**config.mk**
```make
export PLATFORM = sky130hd
export DESIGN_NAME = fetch_unit
export DESIGN_NICKNAME = d
export VERILOG_FILES = /design/src/rtl/fetch_unit.sv
export SDC_FILE = /design/constraint.sdc
export NUM_CORES = 1
export LEC_CHECK = 0
export BUFFER_PORTS_ARGS = -buffer_cell sky130_fd_sc_hd__buf_2
export CAP_MARGIN = 20
export CORE_ASPECT_RATIO = 0.7
export CORE_MARGIN = 8
export CORE_UTILIZATION = 35
export DETAILED_ROUTE_END_ITERATION = 8
export PLACE_DENSITY_LB_ADDON = 0.05
export SETUP_SLACK_MARGIN = 0.4
export SLEW_MARGIN = 20
export SYNTH_ARGS = -nofsm -noshare
export SYNTH_HDL_FRONTEND = slang
export SYNTH_SLANG_ARGS = --single-unit
```
**constraint.sdc**
```tcl
create_clock -name clk -period 1.4 [get_ports clk]
set_input_delay 0.21 -clock clk [delete_from_list [all_inputs] [get_ports clk]]
set_output_delay 0.21 -clock clk [all_outputs]
set_load 0.02 [all_outputs]
```
**src/rtl/fetch_unit.sv**
```systemverilog
// ---------------------------------------------------------------------------
// fetch_unit
//
// Instruction fetch stage. Holds the word-addressed program counter, picks
// the next fetch address and issues one read per cycle to the instruction
// SRAM (sram_8kb). The same block gives an external controller a
// pass-through write path into the SRAM and a one-shot read-back of the
// instruction word being fetched.
//
// Optional build macro:
//   FETCH_WR_STALL_EN - a controller write cycle stalls fetch: mem_rd is
//                       forced low and PC holds. When the macro is left
//                       undefined, fetch runs during writes, and a
//                       same-address collision returns the old word.
//
// Ports:
//   clk, rst        clock, synchronous active-high reset
//   pc_sel_i        next-PC select: 00 PC+1, 01 ALU, 10 immediate, 11 hold
//   alu_addr_i      jump target from the ALU
//   imm_addr_i      branch target from the immediate path
//   cntlr_rd_i      controller read request (pulse)
//   cntlr_rd_data_o instruction word returned to the controller
//   cntlr_rd_valid_o one-cycle strobe qualifying cntlr_rd_data_o
//   cntlr_wr_i      controller write strobe
//   cntlr_waddr_i   controller write word address
//   cntlr_wr_data_i controller write data
//   mem_rd_o        SRAM read enable
//   mem_rd_addr_o   SRAM read address (the PC)
//   mem_rd_data_i   SRAM registered read data
//   mem_wr_o        SRAM write enable
//   mem_wr_addr_o   SRAM write address
//   mem_wr_data_o   SRAM write data
// ---------------------------------------------------------------------------
module fetch_unit #(
    parameter int unsigned ADDR_WIDTH = 11,
    parameter int unsigned DATA_WIDTH = 32
) (
    input  logic                  clk,
    input  logic                  rst,
    input  logic [1:0]            pc_sel_i,
    input  logic [ADDR_WIDTH-1:0] alu_addr_i,
    input  logic [ADDR_WIDTH-1:0] imm_addr_i,
    input  logic                  cntlr_rd_i,
    output logic [DATA_WIDTH-1:0] cntlr_rd_data_o,
    output logic                  cntlr_rd_valid_o,
    input  logic                  cntlr_wr_i,
    input  logic [ADDR_WIDTH-1:0] cntlr_waddr_i,
    input  logic [DATA_WIDTH-1:0] cntlr_wr_data_i,
    output logic                  mem_rd_o,
    output logic [ADDR_WIDTH-1:0] mem_rd_addr_o,
    input  logic [DATA_WIDTH-1:0] mem_rd_data_i,
    output logic                  mem_wr_o,
    output logic [ADDR_WIDTH-1:0] mem_wr_addr_o,
    output logic [DATA_WIDTH-1:0] mem_wr_data_o
);

    logic [ADDR_WIDTH-1:0] pc_q, pc_d;
    logic                  rd_vld_q;
    logic                  req_pending_q, req_pending_d;
    logic [DATA_WIDTH-1:0] rd_data_q, rd_data_d;
    logic                  rd_valid_q, rd_valid_d;
    logic                  stall;
    logic                  complete;

`ifdef FETCH_WR_STALL_EN
    assign stall = cntlr_wr_i;
`else
    assign stall = 1'b0;
`endif

    // Controller writes go straight to the SRAM, also during reset.
    assign mem_wr_o      = cntlr_wr_i;
    assign mem_wr_addr_o = cntlr_waddr_i;
    assign mem_wr_data_o = cntlr_wr_data_i;

    // Fetch is gated by reset directly so the first read of address 0
    // issues in the very first cycle with rst low.
    assign mem_rd_o      = ~rst & ~stall;
    assign mem_rd_addr_o = pc_q;

    assign cntlr_rd_data_o  = rd_data_q;
    assign cntlr_rd_valid_o = rd_valid_q;

    // Next PC; the increment wraps naturally at the top of the word space.
    always_comb begin
        pc_d = pc_q;
        if (!stall) begin
            unique case (pc_sel_i)
                2'b00:   pc_d = pc_q + ADDR_WIDTH'(1);
                2'b01:   pc_d = alu_addr_i;
                2'b10:   pc_d = imm_addr_i;
                default: pc_d = pc_q;
            endcase
        end
    end

    // A pending request completes on the first edge where SRAM data is
    // valid. A new pulse on that same edge re-arms the request; pulses
    // while already pending simply merge into it.
    always_comb begin
        complete      = req_pending_q & rd_vld_q;
        req_pending_d = (req_pending_q & ~complete) | cntlr_rd_i;
        rd_valid_d    = complete;
        rd_data_d     = rd_data_q;
        if (complete) begin
            rd_data_d = mem_rd_data_i;
        end
    end

    always_ff @(posedge clk) begin
        if (rst) begin
            pc_q          <= '0;
            rd_vld_q      <= 1'b0;
            req_pending_q <= 1'b0;
            rd_data_q     <= '0;
            rd_valid_q    <= 1'b0;
        end else begin
            pc_q          <= pc_d;
            rd_vld_q      <= mem_rd_o;
            req_pending_q <= req_pending_d;
            rd_data_q     <= rd_data_d;
            rd_valid_q    <= rd_valid_d;
        end
    end

endmodule

```
==> metrics.yaml, run 1 <==
fp-row-count: 25
cts_max_path_buffers: 2
synth_top_area_share_pct: 39.4
overflow: 0
postSynthRegisterBits: 46
root_buffer: "sky130_fd_sc_hd__clkbuf_8"
routedWlPerCell_um: 16.0
worst_setup_path_start_kind: "flip-flop"
ff2ff_setup_slack_ns: 0.11
cts_max_level: 2
buffer_ports.inserted: 103
maxCapViolations: 0
synth_cell_type_count: 42
power.share.combinational_pct: 25.2
vias_per_cell: 4.84
drt-total-wl_mm: 7.48
netlist_instances: 292
antenna_violating_nets_post_route: 0
tritoncts: "yes"
netlist_top_cells_area: "sky130_fd_sc_hd__dfxtp_1 (39%), sky130_fd_sc_hd__buf_4 (14%), sky130_fd_sc_hd__nand2_1 (11%), sky130_fd_sc_hd__a21oi_1 (8.1%), sky130_fd_sc_hd__ha_1 (2.1%)"
rsz0062_at_grt: "true"
crit_arrival_ns: 1.49
peakVddDrop_mv: 0.515
initialDrtViolationCount: 91
p_sw_share_pct: 28.0
grt_antenna_before_repair: 0
net_count_synth: 399
grt_max_degree: 34
cts.sink_count: 46
placement.cell_area_um2: 2800
power.density_cell_area_nw_per_um2: 877
drive_gt1_share_pct: 62.6
largest_family_of_logic_cells_by_synthesized_area: "compound AO/OA/AOI/OAI gates"
finalSetupViolations: 0
grt_pass1_wl_mm: 11.3
area_of_the_core_region_um2: 6600
total_standard_cell_area_after_synthesis_um2: 2330
starting_density_of_the_core_pct: 35.4
timing.critical_path.fanout_max: 5
synth-xor-area-share_pct: 0
detailedRoute.firstPassIterationCount: 4
num-nets-final: 478
post-dp-hpwl_mm: 5.18
utilization_after_layout_pct: 54.2
slew_headroom_pct: 75.8
die_height_um: 84.3
die-area_um2: 9580
syn_avg_cell_area_um2: 8.00
fmax_mhz: 777
area_growth_syn_to_layout_pct: 53.1
outcome: "completed"
numCtsBuffers: 5
seq_pwr_share_pct: 46.3
power_leakage_nw: 1.51
switchingPower_mw: 0.877
remaining_drc_errors: 0
final_critical_period_ns: 1.29
count_of_flip_flops_with_a_built_in_enable_after_synthesis: 0
cp-end-kind: "flip-flop"
worst_skew_pair.late_latency_ns: 0.29
p_int_mw: 2.26
synthSimpleGateAreaFrac_pct: 18.2
tightest_slew_ns: 0.362
n_antenna_cell: 0
synth-main-ff-cell: "sky130_fd_sc_hd__dfxtp_1"
vias: 2256
total_i_o_pin_count: 192
slew_violations: 0
synth_adder_area_share_pct: 2.14
complex_gate_fraction_of_the_synthesized_area_pct: 21.2
gr-usage-all-layers_pct: 14.5
post-route-period-util_pct: 91.9
via_count_of_the_first_global_routing_pass: 2268
async_reset_ff_share_pct: 0
fin_skew_ns: 0.0118
floorplan.die.width_um: 114
mux_share_of_post_synthesis_cell_area_pct: 0
placer_s_final_routability_congestion_estimate: 0.765
seq_total_area_yosys_pct: 39.4
post-synth-top-area-cell: "sky130_fd_sc_hd__dfxtp_1"
critical_path_required_ns: 1.60
clockPowerShare_pct: 28.5
hold_path_class: "input port to flip-flop"
yosys_warnings: 0
hold_violations: 0
clk_pin_slew_ns: 0.08
postLayoutCellArea_um2: 3570
timing_worst_setup_path_type: "flip-flop to flip-flop"
-- metrics by stage --
step	power [mW]	setup TNS, ns	std cells	hold WS [ns]	worst slack (ns)
floorplan	1.99	0	292	0.327	0.183
finish	3.14	0	466	0.131	0.114
detailed placement	2.06	-0.263	442	0.420	-0.100
global placement	2.06	-0.0470	442	0.420	-0.0169
CTS	3.07	0	459	0.119	0.117
global route	3.31	0	466	0.126	0.0590
-- repair_timing --
item	4_1_cts	5_1_grt
hold buffers	0	0
pin swaps	4	14
setup buffers	8	5
endpoints found under the setup margin	56	76
cloned	1	2
resized for setup	83	87
-- sequential cells by signal, summed over array words and instances (netlist names) --
name	count
cntlr_rd_data_o	32
mem_rd_addr_o	11
cntlr_rd_valid_o	1
rd_vld_q	1
req_pending_q	1
-- synthesized netlist by cell type (2+ instances only) --
library cell and number:
sky130_fd_sc_hd__a211oi_1 2, sky130_fd_sc_hd__a21oi_1 38, sky130_fd_sc_hd__a221oi_1 4, sky130_fd_sc_hd__a22o_1 3, sky130_fd_sc_hd__a22oi_1 4, sky130_fd_sc_hd__a311oi_1 4, sky130_fd_sc_hd__and2_1 2, sky130_fd_sc_hd__and3_2 2
sky130_fd_sc_hd__and3b_1 2, sky130_fd_sc_hd__buf_2 6, sky130_fd_sc_hd__buf_4 44, sky130_fd_sc_hd__clkbuf_1 12, sky130_fd_sc_hd__dfxtp_1 46, sky130_fd_sc_hd__ha_1 4, sky130_fd_sc_hd__inv_1 10, sky130_fd_sc_hd__nand2_1 70
sky130_fd_sc_hd__nand2b_1 3, sky130_fd_sc_hd__nor2_1 4, sky130_fd_sc_hd__nor2b_1 3, sky130_fd_sc_hd__o21ai_0 3, sky130_fd_sc_hd__o221ai_1 3, sky130_fd_sc_hd__o32ai_1 3
-- layer usage --
layer / wire length [µm] / up-vias / GRT usage (%) / part of all wire, %
li1: - / 1118 / - / -
met1: 3420 / 1040 / 17.8 / 46
met2: 3470 / 70 / 23.4 / 46
met3: 473 / 28 / 4.51 / 6.3
met4: 110 / 0 / 4.94 / 1.5
met5: 0 / - / 0 / 0
-- area by class of cell --
class | instances | area, µm²
repair buffers | 134 | 1100
fillers | 649 | 3030
inverters | 10 | 48.8
clock buffers | 8 | 101
flip-flops and latches | 46 | 1000
well taps | 94 | 118
multi-input cells | 174 | 1210
-- power by group through the flow --
stage	combinational, mW	clock [mW]	sequential, mW
2_1_floorplan	0.449	0	1.54
3_3_place_gp	0.586	0	1.47
3_5_place_dp	0.585	0	1.47
4_1_cts	0.696	0.935	1.44
5_1_grt	0.857	0.992	1.46
6_report	0.791	0.893	1.45
-- critical path: stages (launching register included) --
cell	delay, ns
sky130_fd_sc_hd__dfxtp_4	0.37
sky130_fd_sc_hd__ha_4	0.15
sky130_fd_sc_hd__nand3_4	0.09
sky130_fd_sc_hd__or3_4	0.35
sky130_fd_sc_hd__a311oi_2	0.24
-- logic make-up after synthesis --
kind of cell,after synthesis
adder cells (fa/ha/maj),4
AND/OR/NAND/NOR,95
buffers and inverters,72
AO/OA/AOI/OAI,75
flip-flops,46
-- cell usage in the layout, fill, tap and decap left out, types with 4 or more instances in the layout --
cell type | netlist | routed
sky130_fd_sc_hd__buf_4 | 44 | 29
sky130_fd_sc_hd__inv_1 | 10 | 6
sky130_fd_sc_hd__nand2_4 | 0 | 5
sky130_fd_sc_hd__a21oi_2 | 0 | 11
sky130_fd_sc_hd__nand2_1 | 70 | 63
sky130_fd_sc_hd__buf_6 | 0 | 42
sky130_fd_sc_hd__a21oi_1 | 38 | 27
sky130_fd_sc_hd__nor2_1 | 4 | 4
sky130_fd_sc_hd__ha_4 | 0 | 4
sky130_fd_sc_hd__buf_2 | 6 | 58
sky130_fd_sc_hd__clkbuf_8 | 0 | 5
sky130_fd_sc_hd__dfxtp_2 | 0 | 36
sky130_fd_sc_hd__dfxtp_4 | 0 | 9
-- worst paths after layout --
path | start | endpoint | cells after the start
setup / recovery | mem_rd_addr_o[1] | mem_rd_addr_o[10] | 4
setup reg to reg | mem_rd_addr_o[1] | mem_rd_addr_o[10] | 4
hold / removal | cntlr_rd_i | req_pending_q | 3
hold reg to reg | cntlr_rd_data_o[27] | cntlr_rd_data_o[27] | 2
Power figures use the tool's default switching activity.
==> run 2: changes to the inputs <==
- CORE_MARGIN: 8 -> 1.5
- CORE_UTILIZATION: 35 -> 39
- clock period: 1.4 -> 1.2 ns (I/O delays scaled with it)
==> run 2 against run 1 <==
  * The flow now finishes with violations (setup timing)
  * Via count is 11% higher
  * Combinational power rose by 42%
  * Sequential power rose by 17%
  * Register-to-register slack got worse by 0.20 ns
  * Setup slack got worse by 0.20 ns
  * Fmax is essentially flat
  * Cell area rose by 18%
  * First-iteration DRC count up 6.6%
  * Worst hold slack got worse by 0.015 ns
  * Power rose by 24%
==> metrics.yaml, run 2 (same netlist as run 1, synthesis figures left out) <==
placer_s_final_routability_congestion_estimate: 0.781  # +2.1%
via_count_of_the_first_global_routing_pass: 2255  # -0.57%
worst_skew_pair.late_latency_ns: 0.29  # about the same
buffer_ports.inserted: 103  # unchanged
holdPathEnd: "cntlr_rd_data_o[8]"
layout.cells.most_common: "sky130_fd_sc_hd__buf_2"
hold_path_class: "input port to flip-flop"
numCtsBuffers: 5  # unchanged
postLayoutCellArea_um2: 4210  # +18%
mostFrequentLayoutCells: "sky130_fd_sc_hd__buf_2 (60), sky130_fd_sc_hd__buf_6 (57), sky130_fd_sc_hd__buf_4 (49), sky130_fd_sc_hd__nand2_2 (38), sky130_fd_sc_hd__dfxtp_2 (37)"
r2r_end: "mem_rd_addr_o[10]"
cts_max_level: 2  # unchanged
grt_antenna_before_repair: 0  # unchanged
dpl.cell_count: 426  # -3.6%
ff2ff_setup_slack_ns: -0.09  # -0.20 ns
die-area_um2: 6470  # -33%
vias: 2493  # +11%
tritoncts: "yes"
worst_path_dominant_cell_family: "simple AND/OR/NAND/NOR gates"
post-dp-hpwl_mm: 4.67  # -9.8%
worst_setup_path_start_kind: "flip-flop"
fmax_mhz: 778  # about the same
busiest_layer: "met2"
die_height_um: 67.7  # -20%
startpoint: "mem_rd_addr_o[0]"
clk_pin_slew_ns: 0.09  # about the same
critPathSlowestCell: "sky130_fd_sc_hd__dfxtp_4"
peakVddDrop_mv: 0.611  # +19%
slew_headroom_pct: 67.4  # -8.4 points
power_leakage_nw: 1.84  # +21%
tns_ns: -0.108  # -0.108 ns
timing.critical_path.fanout_max: 5  # unchanged
n_antenna_cell: 0  # unchanged
maxCapViolations: 0  # unchanged
layout.cells.non_filler: 488  # +4.7%
hold_violations: 0  # unchanged
drt-total-wl_mm: 8.43  # +13%
gr-usage-met1_pct: 31.8  # +14 points
cts_max_path_buffers: 2  # unchanged
clockPowerShare_pct: 27.3  # -1.2 points
tightest_slew_ns: 0.489  # +0.126 ns
worstReg2RegStart: "mem_rd_addr_o[0]"
worstPathBufferInverterCount: 0  # unchanged
grt_pass1_wl_mm: 11.4  # +0.25%
power.density_cell_area_nw_per_um2: 920  # +4.9%
cts.sink_count: 46  # unchanged
overflow: 0  # unchanged
dp_slack_ns: -0.182  # -0.0822 ns
routedWlPerCell_um: 17.3  # +7.7%
grt.met2_usage_pct: 37.5  # +14 points
crit_arrival_ns: 1.49  # about the same
final_critical_period_ns: 1.29  # -0.000422 ns
antenna_violating_nets_post_route: 0  # unchanged
fin_ws_ns: -0.0858  # -0.200 ns
remaining_drc_errors: 0  # unchanged
switchingPower_mw: 1.15  # +31%
worst_hold_path_stage_count: 3  # unchanged
area_growth_syn_to_layout_pct: 80.4
p_sw_share_pct: 29.6  # +1.6 points
root_buffer: "sky130_fd_sc_hd__clkbuf_8"
power.share.combinational_pct: 28.9  # +3.7 points
fp-row-count: 23  # -8.0%
rsz0062_at_grt: "true"
num-nets-final: 519  # +8.6%
total_i_o_pin_count: 192  # unchanged
crit_path_max_incr_delay_ns: 0.37  # about the same
finalSetupViolations: 2  # +2
timing_worst_setup_path_type: "flip-flop to flip-flop"
detailedRoute.firstPassIterationCount: 4  # unchanged
grtUsageMet3_pct: 5.63  # +1.1 points
vias_per_cell: 5.11  # +5.5%
seq_pwr_share_pct: 43.8  # -2.5 points
starting_density_of_the_core_pct: 40.6  # +5.2 points
cp-end-kind: "flip-flop"
worstRegToRegCells: 4  # unchanged
fin_skew_ns: 0.00999  # -0.00184 ns
gr-usage-all-layers_pct: 23.5  # +9.1 points
post-route-period-util_pct: 107  # +15 points
drive_gt1_share_pct: 85.5  # +23 points
timing.critical_path.cells: "ha_4 -> nand3_4 -> or3_4 -> a311oi_2"
min_from: "mem_rd_data_i[8]"
placement.cell_area_um2: 2760  # -1.3%
flip_flop_count_of_the_largest_register_after_layout: 32  # unchanged
p_int_mw: 2.73  # +21%
slew_violations: 0  # unchanged
area_of_the_core_region_um2: 5760  # -13%
initialDrtViolationCount: 97  # +6.6%
grt_max_degree: 30  # -12%
critical_path_required_ns: 1.41  # -0.19 ns
outcome: "finished with violations"
violations: "setup timing"
floorplan.die.width_um: 95.5  # -16%
## run 2: through the flow
stage / util, % / total power [mW] / hold WS [ns]
after floorplan: - / 2.32 / 0.297
after global placement: 48.0 / 2.38 / 0.360
after detailed placement: 48.0 / 2.38 / 0.360
after CTS: 67.5 / 3.78 / 0.0969
after global routing: 73.2 / 4.07 / 0.102
final: 73.2 / 3.87 / 0.116
## run 2: power by group through the flow
stage | clock network [mW] | registers [mW] | logic (mW)
6_report | 1.06 | 1.70 | 1.12
5_1_grt | 1.17 | 1.71 | 1.19
4_1_cts | 1.10 | 1.69 | 0.990
3_5_place_dp | 0 | 1.71 | 0.673
3_3_place_gp | 0 | 1.71 | 0.677
2_1_floorplan | 0 | 1.79 | 0.525
## run 2: worst register-to-register path: cells and delay by family (launching register included)
kind	cells	cell delay, ns
compound gates	1	0.24
simple gates	2	0.45
fa+ha+maj	1	0.16
flops	1	0.37
## run 2: per-layer routing
metal | wire [µm] | vias to the layer above
met5 | 0 | -
met4 | 106 | 0
met2 | 4110 | 102
li1 | - | 1203
met3 | 565 | 18
met1 | 3650 | 1170
## run 2: how the worst max path moves through the flow
stage	to	depth (start not counted)
6_report	mem_rd_addr_o[10]	4
5_1_grt	mem_rd_addr_o[10]	4
4_1_cts	mem_rd_addr_o[10]	4
3_5_place_dp	mem_rd_addr_o[10]	6
3_3_place_gp	mem_rd_addr_o[10]	6
2_1_floorplan	mem_rd_addr_o[10]	4
## run 2: final cells by class
cell class,count,area [µm²]
fill,419,1540
multi-input combinational,177,1530
timing repair buffer,172,1450
sequential,46,997
clock buffer,7,96.3
tap,75,93.8
inverter,10,40.0
clock inverter,1,8.76
## run 2: timing repair
item | CTS | global route
endpoints found under the setup margin | 88 | 89
gates cloned | 6 | 0
gates resized for setup | 221 | 67
hold buffers | 0 | 0
pin swaps | 70 | 49
setup buffers | 37 | 11
